$ cat src/rtl/pika_risc.sv
// pika_risc: single-cycle 32-bit CPU for a subset of RV32I.
// One instruction is fetched, executed and retired on each rising clk edge.
// Instruction and data memories are external and combinational.
// Optional feature: define PIKA_RISC_MUL_EN to execute the R-type MUL
// encoding (f7=0000001, f3=000). Without the macro, that encoding is a NOP.
module pika_risc (
  input  logic        clk,
  input  logic        reset,
  output logic [31:0] imem_addr,
  input  logic [31:0] imem_data,
  output logic [31:0] dmem_addr,
  output logic        dmem_write_en,
  output logic [31:0] dmem_val_out,
  input  logic [31:0] dmem_val_in
);

  localparam logic [6:0] OPC_R      = 7'b0110011;
  localparam logic [6:0] OPC_I      = 7'b0010011;
  localparam logic [6:0] OPC_LOAD   = 7'b0000011;
  localparam logic [6:0] OPC_STORE  = 7'b0100011;
  localparam logic [6:0] OPC_BRANCH = 7'b1100011;
  localparam logic [6:0] OPC_JAL    = 7'b1101111;
  localparam logic [6:0] OPC_LUI    = 7'b0110111;

  typedef enum logic [3:0] {
    ALU_ADD, ALU_SUB, ALU_AND, ALU_OR, ALU_XOR,
    ALU_SLT, ALU_SLL, ALU_SRL, ALU_SRA, ALU_MUL
  } alu_op_t;

  typedef enum logic [2:0] {
    K_NOP, K_ALU, K_LOAD, K_STORE, K_BRANCH, K_JAL, K_LUI
  } kind_t;

  logic [31:0] pc;
  logic [31:0] regs [32];

  logic [31:0] instr;
  logic [6:0]  opcode;
  logic [4:0]  rd;
  logic [4:0]  rs1;
  logic [4:0]  rs2;
  logic [2:0]  funct3;
  logic [6:0]  funct7;
  logic [31:0] rs1_val;
  logic [31:0] rs2_val;
  logic [31:0] imm_i;
  logic [31:0] imm_s;
  logic [31:0] imm_b;
  logic [31:0] imm_j;
  logic [31:0] imm_u;
  logic [31:0] pc_plus4;
  logic [31:0] branch_target;
  logic [31:0] jump_target;

  kind_t       kind;
  alu_op_t     alu_op;
  logic        alu_use_imm;
  logic [31:0] alu_b;
  logic [31:0] alu_result;

  logic [31:0] next_pc;
  logic        rd_we;
  logic [31:0] rd_data;

  assign instr   = imem_data;
  assign opcode  = instr[6:0];
  assign rd      = instr[11:7];
  assign funct3  = instr[14:12];
  assign rs1     = instr[19:15];
  assign rs2     = instr[24:20];
  assign funct7  = instr[31:25];

  assign rs1_val = (rs1 == 5'd0) ? 32'd0 : regs[rs1];
  assign rs2_val = (rs2 == 5'd0) ? 32'd0 : regs[rs2];

  assign imm_i = {{20{instr[31]}}, instr[31:20]};
  assign imm_s = {{20{instr[31]}}, instr[31:25], instr[11:7]};
  assign imm_b = {{19{instr[31]}}, instr[31], instr[7], instr[30:25], instr[11:8], 1'b0};
  assign imm_j = {{11{instr[31]}}, instr[31], instr[19:12], instr[20], instr[30:21], 1'b0};
  assign imm_u = {instr[31:12], 12'd0};

  // Control-flow targets are word aligned by clearing the two low bits.
  assign pc_plus4      = pc + 32'd4;
  assign branch_target = (pc + imm_b) & 32'hFFFF_FFFC;
  assign jump_target   = (pc + imm_j) & 32'hFFFF_FFFC;

  assign imem_addr = {pc[31:2], 2'b00};

  // Decode the instruction class and ALU operation; anything unlisted is a NOP.
  always_comb begin
    kind        = K_NOP;
    alu_op      = ALU_ADD;
    alu_use_imm = 1'b0;
    case (opcode)
      OPC_R: begin
        kind = K_ALU;
        case ({funct7, funct3})
          10'b0000000_000: alu_op = ALU_ADD;
          10'b0100000_000: alu_op = ALU_SUB;
          10'b0000000_001: alu_op = ALU_SLL;
          10'b0000000_010: alu_op = ALU_SLT;
          10'b0000000_100: alu_op = ALU_XOR;
          10'b0000000_101: alu_op = ALU_SRL;
          10'b0100000_101: alu_op = ALU_SRA;
          10'b0000000_110: alu_op = ALU_OR;
          10'b0000000_111: alu_op = ALU_AND;
`ifdef PIKA_RISC_MUL_EN
          10'b0000001_000: alu_op = ALU_MUL;
`endif
          default:         kind   = K_NOP;
        endcase
      end
      OPC_I: begin
        kind        = K_ALU;
        alu_use_imm = 1'b1;
        case (funct3)
          3'b000: alu_op = ALU_ADD;
          3'b010: alu_op = ALU_SLT;
          3'b100: alu_op = ALU_XOR;
          3'b110: alu_op = ALU_OR;
          3'b111: alu_op = ALU_AND;
          3'b001: begin
            if (funct7 == 7'b0000000) alu_op = ALU_SLL;
            else                      kind   = K_NOP;
          end
          3'b101: begin
            if (funct7 == 7'b0000000)      alu_op = ALU_SRL;
            else if (funct7 == 7'b0100000) alu_op = ALU_SRA;
            else                           kind   = K_NOP;
          end
          default: kind = K_NOP;
        endcase
      end
      OPC_LOAD:   if (funct3 == 3'b010) kind = K_LOAD;
      OPC_STORE:  if (funct3 == 3'b010) kind = K_STORE;
      OPC_BRANCH: if (funct3 == 3'b000 || funct3 == 3'b001) kind = K_BRANCH;
      OPC_JAL:    kind = K_JAL;
      OPC_LUI:    kind = K_LUI;
      default:    kind = K_NOP;
    endcase
  end

  // Arithmetic/logic unit shared by R-type and I-ALU instructions.
  always_comb begin
    alu_b      = alu_use_imm ? imm_i : rs2_val;
    alu_result = 32'd0;
    case (alu_op)
      ALU_ADD: alu_result = rs1_val + alu_b;
      ALU_SUB: alu_result = rs1_val - alu_b;
      ALU_AND: alu_result = rs1_val & alu_b;
      ALU_OR:  alu_result = rs1_val | alu_b;
      ALU_XOR: alu_result = rs1_val ^ alu_b;
      ALU_SLT: alu_result = {31'd0, $signed(rs1_val) < $signed(alu_b)};
      ALU_SLL: alu_result = rs1_val << alu_b[4:0];
      ALU_SRL: alu_result = rs1_val >> alu_b[4:0];
      ALU_SRA: alu_result = $signed(rs1_val) >>> alu_b[4:0];
`ifdef PIKA_RISC_MUL_EN
      ALU_MUL: alu_result = rs1_val * alu_b;
`endif
      default: alu_result = 32'd0;
    endcase
  end

  // Execute: next PC, register write-back and data memory port; reset silences all side effects.
  always_comb begin
    next_pc       = pc_plus4;
    rd_we         = 1'b0;
    rd_data       = 32'd0;
    dmem_addr     = 32'd0;
    dmem_val_out  = 32'd0;
    dmem_write_en = 1'b0;
    case (kind)
      K_ALU: begin
        rd_we   = 1'b1;
        rd_data = alu_result;
      end
      K_LOAD: begin
        dmem_addr = rs1_val + imm_i;
        rd_we     = 1'b1;
        rd_data   = dmem_val_in;
      end
      K_STORE: begin
        dmem_addr     = rs1_val + imm_s;
        dmem_val_out  = rs2_val;
        dmem_write_en = 1'b1;
      end
      K_BRANCH: begin
        if ((rs1_val == rs2_val) != funct3[0]) next_pc = branch_target;
      end
      K_JAL: begin
        rd_we   = 1'b1;
        rd_data = pc_plus4;
        next_pc = jump_target;
      end
      K_LUI: begin
        rd_we   = 1'b1;
        rd_data = imm_u;
      end
      default: ;
    endcase
    if (reset) begin
      rd_we         = 1'b0;
      dmem_addr     = 32'd0;
      dmem_val_out  = 32'd0;
      dmem_write_en = 1'b0;
    end
  end

  // Architectural state: PC and register file, cleared asynchronously by reset.
  always_ff @(posedge clk or posedge reset) begin
    if (reset) begin
      pc <= 32'd0;
      for (int i = 0; i < 32; i++) regs[i] <= 32'd0;
    end else begin
      pc <= next_pc;
      if (rd_we && rd != 5'd0) regs[rd] <= rd_data;
    end
  end

endmodule

$ cat config.mk
export PLATFORM = sky130hd
export DESIGN_NAME = pika_risc
export DESIGN_NICKNAME = d
export VERILOG_FILES = /design/src/rtl/pika_risc.sv
export SDC_FILE = /design/constraint.sdc
export NUM_CORES = 2
export LEC_CHECK = 0
export ABC_AREA = 1
export BUFFER_PORTS_ARGS = -buffer_cell sky130_fd_sc_hd__buf_2
export CAP_MARGIN = 25
export CORE_MARGIN = 2
export CORE_UTILIZATION = 30
export CTS_CLUSTER_DIAMETER = 60
export DETAILED_ROUTE_END_ITERATION = 8
export GPL_ROUTABILITY_DRIVEN = 0
export SYNTH_ARGS = -nofsm -noshare
export SYNTH_HDL_FRONTEND = slang
export SYNTH_SLANG_ARGS = --single-unit
$ cat constraint.sdc
create_clock -name clk -period 48.5 [get_ports clk]
set_clock_uncertainty 0.15 [all_clocks]
set_input_delay 0 -clock clk [delete_from_list [all_inputs] [get_ports clk]]
set_output_delay 0 -clock clk [all_outputs]
set_load 0.01 [all_outputs]
== After elaboration in Yosys (flattened, before gate mapping) ==
Index checks and enable logic that the tools add are counted.

* Add/sub/neg operators: 7
* Order comparisons: 5
* Equality and inequality tests: 38
* Shift-type cells: 3
* Mux-type cells: 40
* Bitwise operators: 6
* Reduce and logical (&&, ||, !) cells: 13

{| class="wikitable"
|+ Operators with widths
! kind !! count
|-
| $bwmux 1024 || 1
|-
| $mux 32 || 12
|-
| $bmux 32 s5 || 2
|-
| $pmux 32 s9 || 1
|-
| $add 32x32->32 || 5
|-
| $demux 32 s5 || 1
|-
| $pmux 32 s2 || 2
|-
| $pmux 32 s4 || 1
|-
| $eq 10x3->1 const B || 4
|-
| $add 32x3->32 const B || 1
|-
| $and 32x32->32 || 1
|-
| $eq 32x32->1 || 1
|-
| $lt 32x32->1 || 1
|-
| $or 32x32->32 || 1
|-
| $pmux 4 s8 || 1
|-
| $shl 32x5->32 || 1
|-
| $shr 32x5->32 || 1
|-
| $sshr 32x5->32 || 1
|-
| $sub 32x32->32 || 1
|-
| $xor 32x32->32 || 1
|-
| $eq 7x6->1 const B || 4
|-
| $pmux 4 s6 || 1
|-
| $eq 3x3->1 const B || 7
|-
| $pmux 3 s7 || 1
|-
| other kinds (33) || 59
|}

* Register bits: 1056
* Input port bits: 66
* Output and inout port bits: 97
* Word-level logic and storage cells: 145

== Longest topological paths before layout ==
* Depth after elaboration: 10
* Gate-level depth with buffers: 44

== Least setup slack after synthesis ==
Ideal clock, no wire load.

* Kind: input port to output port
* From: in imem_data[12]
* To: out dmem_addr[26]
* Data arrival time: 4.366 ns
* Data required time: 48.350 ns
* Slack: 43.984 ns
* Cell stages on the path: 35
* Buffers on the path: 2
* Cell sequence: buf_2 nand2_1 nor3_1 nand4_1 nand2_1 o21ai_0 inv_1 nor4_1 inv_1 ha_1 nand2_1 clkbuf_1 o21ai_0 ha_1 fa_1 nand3_1 nand3_1 nand2_1 nand2_1 a21oi_1 nor2_1 o21ai_0 nand2_1 nand3_1 nand2_1 nand2_1 nand3b_1 o21ai_0 o21ai_0 nand3_1 nand2_1 a21o_1 nand2_1 nand2_1 nor2_1

* Word-level cells in the longest chain between the ends: 7
* Elaborated cells on any way between the ends: 29
* Those cells by class: eq/ne: 16; mux: 8; reduce/logical: 5

{| class="wikitable"
|+ Ends and longest elaborated chain
! what !! line !! RTL
|-
| start, declared || 10 || <nowiki>input logic [31:0] imem_data,</nowiki>
|-
| $eq 10x3->1, or another cell as far along || 97 || <nowiki>case ({funct7, funct3})</nowiki>
|-
| $reduce_or 9->1 (no source line), or another cell as far along || - ||
|-
| $mux 1, or another cell as far along || 97 ||
|-
| $pmux 3 s7 * || 94 || <nowiki>case (opcode)</nowiki>
|-
| $eq 3x2->1 || 172 || <nowiki>case (kind)</nowiki>
|-
| $pmux 32 s2 * || 172 ||
|-
| $mux 32 * || 201 || <nowiki>if (reset) begin</nowiki>
|-
| end, declared || 11 || <nowiki>output logic [31:0] dmem_addr,</nowiki>
|}

Every way passes the cells marked *; elsewhere a longest branch is shown, timed or not.

== Worst setup path after layout ==
* From: in imem_data[15]
* To: out dmem_addr[18]

* Word-level cells in the longest chain between the ends: 8
* Elaborated cells on any way between the ends: 10
* Those cells by class: add/sub: 2; mux: 6; bitwise: 1; reduce/logical: 1

{| class="wikitable"
|+ Ends and longest elaborated chain
! what !! line !! RTL
|-
| $not 5->6 (implied by the code) || 73 || <nowiki>assign rs1_val = (rs1 == 5'd0) ? 32'd0 : regs[rs1];</nowiki>
|-
| $bmux 32 s5 || 73 ||
|-
| $mux 32 (implied by the code) (2 in series) || 73 ||
|-
| $mux 32 * || 73 ||
|-
| $add 32x32->32 (on tied branches) || 183, 178 ||
|-
| $pmux 32 s2 * || 172 ||
|-
| $mux 32 * || 201 ||
|}

Every way passes the cells marked *; elsewhere a longest branch is shown, timed or not. The select of a mux whose other input is x is not followed.

==> results.py <==
metrics = {
    "synthesis": {
        "yosys_warnings": 0,
        "dominantRegCellSynth": "dfrtp_1",
        "yosysSeqAreaShare_pct": 34.22,
        "async_reset_ff_share_pct": 100.0,
        "netlist_area_um2": 77080,
        "yosys_register_bits": 1054,
        "synth.avg_cell_area_um2": 6.529,
        "syn_inst": 11805,
        "synth_edf_count": 0,
        "yosysUniqueCellTypes": 62,
    },
    "drt": {
        "ant_nets": 0,
        "via_count": 87760,
        "drcViolationCount": 8,
        "wl_per_cell_um": 25.43,
        "drt_iter0_markers": 15014,
        "drt_wl_total_um": 378100,
        "firstDrtPassIters": 9,
        "vias_per_cell": 5.903,
    },
    "grt": {
        "grt_pass1_wl_um": 550500,
        "overflow": 0,
        "antenna_found_initial": 12,
        "grt_pass1_vias": 79941,
        "track_usage_pct": 27.73,
        "grt_max_degree": 200,
    },
    "pwr": {
        "p_comb_share_pct": 26.8,
        "clkPwrFrac_pct": 39.1,
        "switching_share_pct": 36.58,
        "power.leakage_nw": 41.33,
        "internal-power_mw": 1.703,
        "power_density_nw_per_um2": 31.85,
        "p_sw_mw": 0.9825,
        "ir_drop_uv": 28.49,
        "pwr-share-seq_pct": 34.1,
    },
    "clock_network": {
        "cts_root_buf": "clkbuf_16",
        "cts_buffers": 133,
        "clk_latency_ns": 0.83,
        "clk_pin_slew_ns": 0.06,
        "clockBufferDepth": 3,
        "post_cts_buffers": 0,
        "htreeDepth": 4,
        "cts_resized": 0,
        "cts_tree": "built",
        "cts_hold_buffers": 39,
        "cts.sinks": 1054,
    },
    "worst_setup_path": {
        "cp_slowest_stage_delay_ns": 0.64,
        "cp-start-kind": "input pin",
        "critical_path_required_ns": 48.35,
        "critical_path_class": "in2out",
        "crit_top_cell": "nand2_1",
        "cp_max_fo": 141,
        "reg2reg_depth": 37,
        "crit_arrival_ns": 7.96,
        "cpMaxStageDelayCell": "buf_4",
        "endpoint_kind": "output port",
    },
    "final_layout": {
        "area_delta_synth_final_pct": 9.381,
        "nets": 11620,
        "final_cells": 14866,
        "layout_common_cells": "nand2_1, nand3_1, dfrtp_1, nor2_1, o21ai_0",
        "final_common_cell": "nand2_1",
        "layout-drive-gt1-share_pct": 6.433,
    },
    "timing": {
        "post-route-period-util_pct": 16.72,
        "worstMarginPinSlew_ns": 1.259,
        "min_period_ns": 8.109,
        "finalSetupViolCount": 0,
        "finalHoldViolCount": 0,
        "tns_ns": 0,
        "slew_headroom_pct": 15.67,
        "maxSlewViolCount": 0,
        "rsz0062_at_grt": "no",
        "max_freq_ghz": 0.1233,
    },
    "floorplanning": {
        "initial_utilization_pct": 30.08,
        "fp.dieArea_um2": 261000,
        "die_w_um": 510.9,
        "coreArea_um2": 256200,
        "fp.dieH_um": 510.9,
        "ios": 163,
        "num_rows": 186,
    },
    "hold_path": {
        "hold_path.class": "in2reg",
        "min_delay_path_depth": 6,
    },
    "place": {
        "portBuffers": 160,
        "dp_cells": 14582,
        "dp_hpwl_um": 236400,
    },
    "run_status": {
        "status": "finished, violations left",
        "violations": "DRC",
    },
    "flow_run": {
        "cap_violations": 0,
    },
}
[state kept, by name, indices dropped and copies added, names as in the netlist]
| register | cells |
|---|---|
| pc | 30 |
| regs | 1024 |
[cell usage after synthesis, types with 3 or more instances]
master | n | share of area [%]
o2bb2ai_1 | 3 | 0.034
inv_1 | 424 | 2.1
o31ai_1 | 38 | 0.37
nor3_2 | 6 | 0.078
nand4_1 | 39 | 0.32
nor3_1 | 52 | 0.34
o21ai_2 | 3 | 0.034
a31oi_1 | 8 | 0.065
o21a_1 | 7 | 0.068
xnor2_1 | 19 | 0.22
a221oi_1 | 22 | 0.25
nor4_1 | 18 | 0.15
nor2_2 | 7 | 0.057
inv_2 | 16 | 0.078
o21ai_1 | 70 | 0.45
or2_2 | 20 | 0.16
buf_2 | 300 | 1.9
nor3b_1 | 3 | 0.029
o22ai_1 | 71 | 0.58
and3_1 | 3 | 0.024
dfrtp_1 | 1054 | 34
o221ai_1 | 183 | 2.1
o2111ai_1 | 3 | 0.034
buf_1 | 91 | 0.44
o211ai_1 | 97 | 0.94
a21oi_1 | 446 | 2.9
clkbuf_1 | 414 | 2.0
o21ai_0 | 842 | 5.5
a211oi_1 | 13 | 0.13
buf_4 | 122 | 1.2
xor2_1 | 79 | 0.90
nand3_1 | 2109 | 14
buf_6 | 64 | 0.94
nand2_2 | 17 | 0.14
a21o_1 | 10 | 0.097
nor2_1 | 1055 | 5.1
o21bai_1 | 17 | 0.17
nand3_2 | 18 | 0.23
ha_1 | 174 | 2.8
nand3b_1 | 9 | 0.088
fa_1 | 3 | 0.078
nand2_1 | 3830 | 19
[layer usage]
layer / vias to the layer above / routed length, um / track usage, %
met5: - / 48 / 0
met4: 8 / 26450 / 16.66
met3: 1332 / 54050 / 9.001
met2: 6573 / 154000 / 39.83
met1: 41412 / 143600 / 36.00
li1: 38435 / - / -
[through the flow]
stage / total power [mW] / util, % / setup slack, ns / cell area (um^2) / hold WS (ns)
finish: 2.686 / 32.90 / 40.39 / 84310 / 0.08963
floorplan: 1.383 / - / 18.68 / 77080 / -0.09528
CTS: 2.653 / 32.85 / 40.71 / 84180 / 0.006877
detailed placement: 1.605 / 30.95 / 40.63 / 79300 / 0.2160
global placement: 1.606 / 30.92 / 40.59 / 79240 / 0.2178
global route: 2.774 / 32.89 / 39.90 / 84280 / 0.1041
[kinds of logic after synthesis]
logic type | share of synthesized area (%)
AO/OA/AOI/OAI | 13.87
XOR/XNOR | 1.114
adder cells (fa/ha/maj) | 2.903
buffers and inverters | 8.746
flip-flops | 34.22
other | 0.004865
AND/OR/NAND/NOR | 39.14
[power by group through the flow]
stage	registers, mW	logic [mW]	clock network (mW)
finish	0.916	0.721	1.05
floorplan	0.927	0.456	0
global route	0.916	0.768	1.09
CTS	0.914	0.684	1.05
global placement	0.931	0.675	0
detailed placement	0.930	0.674	0
[critical path: cells and delay by family]
kind | cells | cell delay, ns
buffers and inverters | 7 | 3.03
AOI/OAI and AO/OA | 8 | 1.47
adders and majority gates | 2 | 0.58
and+or+nand+nor | 19 | 2.52
[cell type report]
class / instances / area, um^2
fill: 27735 / 171900
tap: 3384 / 4234
antenna: 10 / 25.02
clock inverter: 43 / 706.9
sequential: 1054 / 26380
timing repair buffer: 430 / 3187
inverter: 443 / 1734
multi-input combinational: 9315 / 44260
clock buffer: 187 / 3784
[path summary, 6_finish.rpt]
path | from | to | slack (ns)
worst max-delay path | imem_data[15] | dmem_addr[18] | 40.39
worst min-delay path | dmem_val_in[14] | regs[974] | 0.09
worst max register to register | regs[290] | regs[889] | 41.25
worst min register to register | regs[996] | regs[996] | 0.24
max in group asynchronous | reset | regs[235] | 43.65
min in group asynchronous | reset | regs[868] | 0.69
Note: power is estimated with default switching activity, not from simulation.
